===== src/rtl/md_byte_framer.sv =====
// rtl/md_byte_framer.sv - packs an 8-bit AXI-S byte stream into 32-bit tagged words plus end-of-frame marker
// Optional XOR checksum in the marker: define MD_FRAMER_CHECKSUM_EN.
module md_byte_framer #(
    parameter int MAX_WORDS  = 255,
    parameter int FIFO_DEPTH = 8
) (
    input  logic                          clk,
    input  logic                          rst_n,
    input  logic [7:0]                    s_axis_tdata,
    input  logic                          s_axis_tvalid,
    input  logic                          s_axis_tlast,
    output logic                          s_axis_tready,
    output logic [31:0]                   m_axis_tdata,
    output logic                          m_axis_tvalid,
    input  logic                          m_axis_tready,
    output logic [15:0]                   frame_count,
    output logic [15:0]                   trunc_count,
    output logic [$clog2(FIFO_DEPTH):0]   fifo_level
);
    localparam int AW  = $clog2(FIFO_DEPTH);
    localparam int WCW = $clog2(MAX_WORDS + 1);

    localparam logic [1:0] S_COLLECT = 2'd0;
    localparam logic [1:0] S_MARK    = 2'd1;
    localparam logic [1:0] S_DISCARD = 2'd2;

    logic [1:0]     state;
    logic           running;
    logic [1:0]     lane;
    logic [7:0]     b0, b1;
    logic [WCW-1:0] word_cnt;
    logic [9:0]     byte_cnt;
    logic           trunc;
    logic [7:0]     chk;

    logic [31:0]    mem [FIFO_DEPTH];
    logic [AW-1:0]  wr_ptr, rd_ptr;
    logic [AW:0]    count;
    logic           fifo_full;
    logic           wr_en, rd_en;
    logic [31:0]    wr_data;

    logic           accept;
    logic           need_word;
    logic           at_limit;
    logic           mark_done;
    logic [31:0]    data_word;

    assign fifo_full     = (count == (AW+1)'(FIFO_DEPTH));
    assign m_axis_tvalid = (count != '0);
    assign m_axis_tdata  = m_axis_tvalid ? mem[rd_ptr] : 32'h0;
    assign fifo_level    = count;
    assign rd_en         = m_axis_tvalid && m_axis_tready;

    // running keeps tready low while reset is asserted, since state alone reads as COLLECT
    assign s_axis_tready = running && ((state == S_COLLECT) ? !fifo_full : (state == S_DISCARD));
    assign accept        = s_axis_tvalid && s_axis_tready;
    assign need_word     = (state == S_COLLECT) && accept && ((lane == 2'd2) || s_axis_tlast);
    assign at_limit      = (word_cnt == WCW'(MAX_WORDS - 1));
    assign mark_done     = (state == S_MARK) && !fifo_full;
    assign wr_en         = (need_word && !at_limit) || mark_done;
    assign wr_data       = (state == S_MARK) ? {8'hFF, chk, trunc, 5'b0, byte_cnt} : data_word;

    always_comb begin
        data_word = 32'h0;
        case (lane)
            2'd0:    data_word = {8'h01, s_axis_tdata, 16'h0};
            2'd1:    data_word = {8'h02, b0, s_axis_tdata, 8'h0};
            default: data_word = {8'h03, b0, b1, s_axis_tdata};
        endcase
    end

`ifdef MD_FRAMER_CHECKSUM_EN
    logic [7:0] chk_acc;
    always_ff @(posedge clk or negedge rst_n) begin
        if (!rst_n)
            chk_acc <= 8'h00;
        else if (mark_done)
            chk_acc <= 8'h00;
        else if (need_word && !at_limit)
            chk_acc <= chk_acc ^ data_word[23:16] ^ data_word[15:8] ^ data_word[7:0];
    end
    assign chk = chk_acc;
`else
    assign chk = 8'h00;
`endif

    always_ff @(posedge clk or negedge rst_n) begin
        if (!rst_n) begin
            running     <= 1'b0;
            state       <= S_COLLECT;
            lane        <= 2'd0;
            b0          <= 8'h00;
            b1          <= 8'h00;
            word_cnt    <= '0;
            byte_cnt    <= 10'd0;
            trunc       <= 1'b0;
            frame_count <= 16'h0;
            trunc_count <= 16'h0;
        end else begin
            running <= 1'b1;
            case (state)
                S_COLLECT: begin
                    if (accept) begin
                        if (need_word) begin
                            lane <= 2'd0;
                            if (at_limit) begin
                                trunc <= 1'b1;
                                state <= s_axis_tlast ? S_MARK : S_DISCARD;
                            end else begin
                                word_cnt <= word_cnt + WCW'(1);
                                byte_cnt <= byte_cnt + {8'h00, lane} + 10'd1;
                                if (s_axis_tlast)
                                    state <= S_MARK;
                            end
                        end else begin
                            if (lane == 2'd0)
                                b0 <= s_axis_tdata;
                            else
                                b1 <= s_axis_tdata;
                            lane <= lane + 2'd1;
                        end
                    end
                end
                S_DISCARD: begin
                    if (accept && s_axis_tlast)
                        state <= S_MARK;
                end
                S_MARK: begin
                    if (!fifo_full) begin
                        frame_count <= frame_count + 16'h1;
                        if (trunc)
                            trunc_count <= trunc_count + 16'h1;
                        word_cnt <= '0;
                        byte_cnt <= 10'd0;
                        trunc    <= 1'b0;
                        lane     <= 2'd0;
                        state    <= S_COLLECT;
                    end
                end
                default: state <= S_COLLECT;
            endcase
        end
    end

    always_ff @(posedge clk or negedge rst_n) begin
        if (!rst_n) begin
            wr_ptr <= '0;
            rd_ptr <= '0;
            count  <= '0;
        end else begin
            if (wr_en)
                wr_ptr <= wr_ptr + AW'(1);
            if (rd_en)
                rd_ptr <= rd_ptr + AW'(1);
            count <= count + (AW+1)'(wr_en) - (AW+1)'(rd_en);
        end
    end

    // storage needs no reset: tdata is masked while the FIFO is empty
    always_ff @(posedge clk) begin
        if (wr_en)
            mem[wr_ptr] <= wr_data;
    end
endmodule


===== config.mk =====
export PLATFORM = sky130hd
export DESIGN_NAME = md_byte_framer
export DESIGN_NICKNAME = d
export VERILOG_FILES = /design/src/rtl/md_byte_framer.sv
export SDC_FILE = /design/constraint.sdc
export NUM_CORES = 1
export LEC_CHECK = 0
export CAP_MARGIN = 10
export CORE_AREA = 8 8 234 236
export CTS_CLUSTER_DIAMETER = 30
export CTS_CLUSTER_SIZE = 20
export DETAILED_ROUTE_END_ITERATION = 8
export DIE_AREA = 0 0 242 244
export GPL_TIMING_DRIVEN = 0
export SETUP_SLACK_MARGIN = 0.4
export SKIP_LAST_GASP = 1
export SYNTH_ARGS = -nofsm -noshare
export SYNTH_HDL_FRONTEND = slang
export SYNTH_SLANG_ARGS = --single-unit

===== constraint.sdc =====
create_clock -name clk -period 5.45 [get_ports clk]
set_input_delay 0.8175 -clock clk [delete_from_list [all_inputs] [get_ports clk]]
set_output_delay 0.8175 -clock clk [all_outputs]
set_load 0.01 [all_outputs]

# Yosys cells after proc, flatten, opt, wreduce, memory -nomap -nowiden
# Memories as Yosys holds them, arrays and structs flattened.
# Index checks and enable logic that the tools add are counted.
[totals]
regBits = 82
out_inout_bits = 70
mem_count = 1
mem_bits_rw = 256
elab_cells = 96
input_bits = 13
[mem_list]
columns = ["name", "depth", "width", "rd", "rd_ports_with_merged_regs", "write_ports", "line_no", "source"]
rows = [
  ["mem", 8, 32, 1, 0, 1, "36", "logic [31:0] mem [FIFO_DEPTH];"],
]
[op_classes]
reduce_logical = 24
n_eq_ne = 13
n_mux = 32
bitwise_logic = 3
add_sub_neg = 10
[op_table]
columns = ["op", "count"]
rows = [
  ["2-to-1 mux 32 bit", 2],
  ["case mux 26 bit (2 select lines)", 1],
  ["2-to-1 mux 10 bit", 4],
  ["adder 16 x 1 -> 16 bit (second input constant)", 2],
  ["2-to-1 mux 8 bit", 4],
  ["case mux 10 bit (2 select lines)", 1],
  ["2-to-1 mux 2 bit", 9],
  ["case mux 8 bit (2 select lines)", 1],
  ["AND reduction 5 bit", 3],
  ["adder 10 x 1 -> 10 bit (second input constant)", 1],
  ["adder 10 x 2 -> 10 bit", 1],
  ["!= test 2 bit (second input constant)", 5],
  ["adder 8 x 1 -> 8 bit (second input constant)", 1],
  ["equality test 8 bit (second input constant)", 1],
  ["logical AND 1 bit", 8],
  ["AND reduction 4 bit", 2],
  ["2-to-1 mux 1 bit", 7],
  ["adder 3 x 1 -> 3 bit (second input constant)", 2],
  ["case mux 2 bit (3 select lines)", 1],
  ["AND reduction 3 bit", 2],
  ["adder 4 x 1 -> 4 bit", 1],
  ["equality test 2 x 1 -> 1 bit (second input constant)", 2],
  ["equality test 2 bit (second input constant)", 2],
  ["equality test 4 bit (second input constant)", 1],
  ["13 further kinds", 18],
]

# Longest topological paths before layout
[logic_depth]
word_depth = 11
depth_mapped = 14
mapped_depth_nobuf = 12

# Worst setup path before layout
# OpenSTA, ideal clock, no wires.
[synth_path]
kind = "in2reg"
startpoint = "in s_axis_tlast"
endpoint = "mem mem[2][0], enable pin"
n_path_buf = 1
setup_time_ps = 489
t_required_ps = 4961
stages = 6
slack_ps = 630
arrival_ps = 4331
cell_sequence = "or2_1 > buf_2 > o21ai_2 > o21ai_2 > inv_2 > nor4b_1"
[synth_via]
elab_chain_cells = 6
[synth_lines]
columns = ["item", "line_no", "source"]
rows = [
  ["start: declaration", "11", "input logic s_axis_tlast,"],
  ["logical OR 1 bit", "58", "assign need_word = (state == S_COLLECT) && accept && ((lane == 2'd2) || s_axis_tlast);"],
  ["logical AND 1 bit", "58", ""],
  ["logical AND 1 bit", "61", "assign wr_en = (need_word && !at_limit) || mark_done;"],
  ["logical OR 1 bit", "61", ""],
  ["2-to-1 mux 1 bit", "162", "if (wr_en)"],
  ["2-to-1 mux 1 bit (not written as such)", "163", "mem[wr_ptr] <= wr_data;"],
  ["end: declaration", "36", ""],
]
# No other way between the ends.

# Worst setup path after layout
[layout_path]
startpoint = "reg rd_ptr[1]"
endpoint = "out m_axis_tdata[31]"
[layout_via]
elab_chain_cells = 2
[layout_lines]
columns = ["item", "line_no", "source"]
rows = [
  ["start: declaration", "37", "logic [AW-1:0] wr_ptr, rd_ptr;"],
  ["start signal: assignment", "155", "rd_ptr <= rd_ptr + AW'(1);"],
  ["memory read (8 x 32 bit)", "-", ""],
  ["2-to-1 mux 32 bit", "51", "assign m_axis_tdata = m_axis_tvalid ? mem[rd_ptr] : 32'h0;"],
  ["end: declaration", "13", "output logic [31:0] m_axis_tdata,"],
]
# No other way between the ends.

==> flow_metrics.env <==
export IMPL_status="finished clean"
export IMPL_h_tree_depth=2
export IMPL_period_needed_ps=4510
export IMPL_power_leakage_nw=6.05
export IMPL_cts_buffer_depth=3
export IMPL_cpMostUsedCell="clkbuf_1"
export IMPL_postLayoutCellArea_sq_um=16500
export IMPL_regArea_sq_um=8540
export IMPL_synth_async_reset_ratio_pct=27.5
export IMPL_cts_root_buffer="clkbuf_16"
export IMPL_fin_nets=969
export IMPL_ant_nets=0
export IMPL_clock_skew_ps=48.0
export IMPL_path_clk_slew_ps=50
export IMPL_endpoint_kind="output pin"
export IMPL_rows=83
export IMPL_grt_overflow=0
export IMPL_post_cts_repair_setup_buffers=0
export IMPL_dieArea_sq_um=59000
export IMPL_diodes=0
export IMPL_ios=83
export IMPL_numCtsBuffers=53
export IMPL_crit_fanout=10
export IMPL_vias=7320
export IMPL_total_power_mw=9.37
export IMPL_die_h_um=244
export IMPL_syn_num_nets=799
export IMPL_drc_errors=0
export IMPL_relSlewSlack_pct=28.1
export IMPL_critPathBufInv=4
export IMPL_synth_warnings=0
export IMPL_post_synth_instance_area_sq_um=12600
export IMPL_max_cap_viol_count=0
export IMPL_start_util_pct=24.8
export IMPL_crit_type="register to output pin"
export IMPL_drive_gt1_share_pct=24.1
export IMPL_hold_buffers=0
export IMPL_globalRouteTotalUtil_pct=10.1
export IMPL_clkLatencyLatePin_ps=580
export IMPL_synthCells=765
export IMPL_path_cells="clkbuf_1, clkbuf_1, mux4_2, mux2i_1, nor2_1, buf_4, clkdlybuf4s50_1"
export IMPL_synth_edf_count=216
export IMPL_grt_pass1_wl_mm=47.1
export IMPL_synthFlopType="edfxtp_1"
export IMPL_report_final_slew_viol_count=0
export IMPL_start_kind="register"
export IMPL_syn_avg_cell_area_sq_um=16.5
export IMPL_core_area_sq_um=50900
export IMPL_ys_seq_area_share_pct=67.8
export IMPL_synth_seq_cells=298
export IMPL_routedWlPerCell_um=18.2
export IMPL_antenna_found_initial=0
export IMPL_grt_pass1_vias=7705
export IMPL_rsz0062_at_grt="false"
export IMPL_n_fill_cell=4984
export IMPL_post_drt_via_cell_ratio=4.41
export IMPL_cpLargestDelayFamily="buffers and inverters"
export IMPL_clock_sinks=298
export IMPL_whs_ps=213
export IMPL_cts_repair_resized=0
export IMPL_worstMarginPinSlew_ps=1080
export IMPL_drtIter0Drc=571
export IMPL_first_pass_iters=5
export IMPL_final_cell_mix="edfxtp_1, dfrtp_1, clkdlybuf4s50_1"
export IMPL_synth_distinct_cells=66
export IMPL_dpl_cell_area_sq_um=14600
export IMPL_port_buffers=82
export IMPL_utilization_pct=32.4
export IMPL_critical_path_max_stage_delay_ps=690
export IMPL_cp_arrival_ps=3700
export IMPL_ir_drop_mv=0.249
export IMPL_tns_ps=0
export IMPL_place_congestion=0.783
export IMPL_hold_viol=0
export IMPL_setup_viol=0
export IMPL_fp_dieW_um=242
export IMPL_min_path_type="input port to async pin"
export IMPL_cts_tree="done"
export IMPL_grt_max_degree=53
export IMPL_crit_path_top_delay_cell="clkbuf_1"
export IMPL_place_hpwl_mm=20.9
export IMPL_fin_crit_sh_pct=82.8
export IMPL_multi_input_area_sq_um=3810
export IMPL_power_density_nw_per_um2=568
export IMPL_routed_wl_mm=30.3
export IMPL_required_ps=4630
export IMPL_fmax_ghz=0.222
export IMPL_layout_commonest_cell="edfxtp_1"
export IMPL_synthToLayoutAreaGrowth_pct=31.0
==> final timing paths <==
kind / slack, ps / from / cells past startpoint / to
worst max-delay path: 940 / rd_ptr[1]$_DFFE_PN0P_ / 7 / m_axis_tdata[31]
worst min-delay path: 210 / rst_n / 1 / trunc_count[6]$_DFFE_PN0P_
worst min register to register: 470 / frame_count[15]$_DFFE_PN0P_ / 1 / frame_count[15]$_DFFE_PN0P_
worst max register to register: 2120 / lane[0]$_DFFE_PN0P_ / 10 / mem[5][9]$_DFFE_PP_
max in group asynchronous: 4580 / rst_n / 2 / byte_cnt[8]$_DFFE_PN0P_
min in group clk: 470 / frame_count[15]$_DFFE_PN0P_ / 1 / frame_count[15]$_DFFE_PN0P_
==> layer usage <==
metal  vias up  global-route usage (%)  wire length (um)
li1       3329                       -                 -
met1      3733                    13.6             13700
met2       209                    16.0             14200
met3        49                    2.51              1760
met4         0                    3.10               618
met5         -                       0                 0
==> cells by family after synthesis <==
kind of cell | Yosys count | synth area share [%]
AO/OA/AOI/OAI | 72 | 4.20
XOR/XNOR | 38 | 2.64
adder cells (fa/ha/maj) | 21 | 2.21
buffers and inverters | 65 | 2.32
flip-flops | 298 | 67.8
multiplexers | 101 | 13.8
other | 1 | 0.0298
AND/OR/NAND/NOR | 169 | 6.99
==> cell usage after synthesis (3+ instances only) <==
cell / n / share of area, %
nor2b_1: 3 / 0.15
edfxtp_1: 216 / 51
a22oi_1: 13 / 0.77
ha_1: 19 / 1.9
nor2_1: 55 / 1.6
dfrtp_1: 82 / 16
o31a_1: 3 / 0.21
buf_4: 6 / 0.36
and4_1: 4 / 0.28
mux2i_1: 28 / 2.2
buf_2: 14 / 0.56
clkbuf_1: 13 / 0.39
mux2_2: 11 / 0.98
o21ai_0: 9 / 0.36
nor4b_1: 3 / 0.21
a221oi_1: 3 / 0.21
mux4_2: 54 / 9.7
and3_1: 8 / 0.40
nor4_1: 3 / 0.15
a22o_1: 4 / 0.28
nand4_1: 12 / 0.60
nor3_1: 12 / 0.48
xnor2_1: 25 / 1.7
mux2_4: 8 / 0.95
and2_1: 3 / 0.15
xor2_1: 13 / 0.90
buf_1: 6 / 0.18
nand2_1: 29 / 0.86
nand3_1: 19 / 0.75
a31oi_1: 13 / 0.65
inv_1: 22 / 0.66
o2bb2ai_1: 3 / 0.21
==> report_power, final <==
group          internal [mW]  total (mW)  switching [mW]
Combinational           1.33        2.85            1.52
Clock                   2.23        3.38            1.15
Sequential              2.97        3.14           0.171
==> state kept, by name (all words and copies together) (netlist names) <==
signal       count
rd_ptr           3
b1               8
word_cnt         8
b0               8
trunc            1
mem            216
trunc_count     16
lane             2
state            2
frame_count     16
byte_cnt        10
fifo_level       4
wr_ptr           3
running          1
==> through the flow <==
stage,setup slack [ps],std cells
after floorplan,630,765
after global placement,-3340,1527
after detailed placement,1510,1560
after CTS,873,1660
after global routing,828,1660
final,936,1660
==> final cells by class <==
type | count | area share [%]
multi-input cells | 402 | 23.1
clock buffers | 63 | 8.51
repair buffers | 115 | 6.88
well taps | 680 | 5.16
plain buffers | 41 | 1.23
inverters | 24 | 0.546
flip-flops and latches | 298 | 51.8
clock inverters | 37 | 2.80
(Power assumes the default switching activity.)
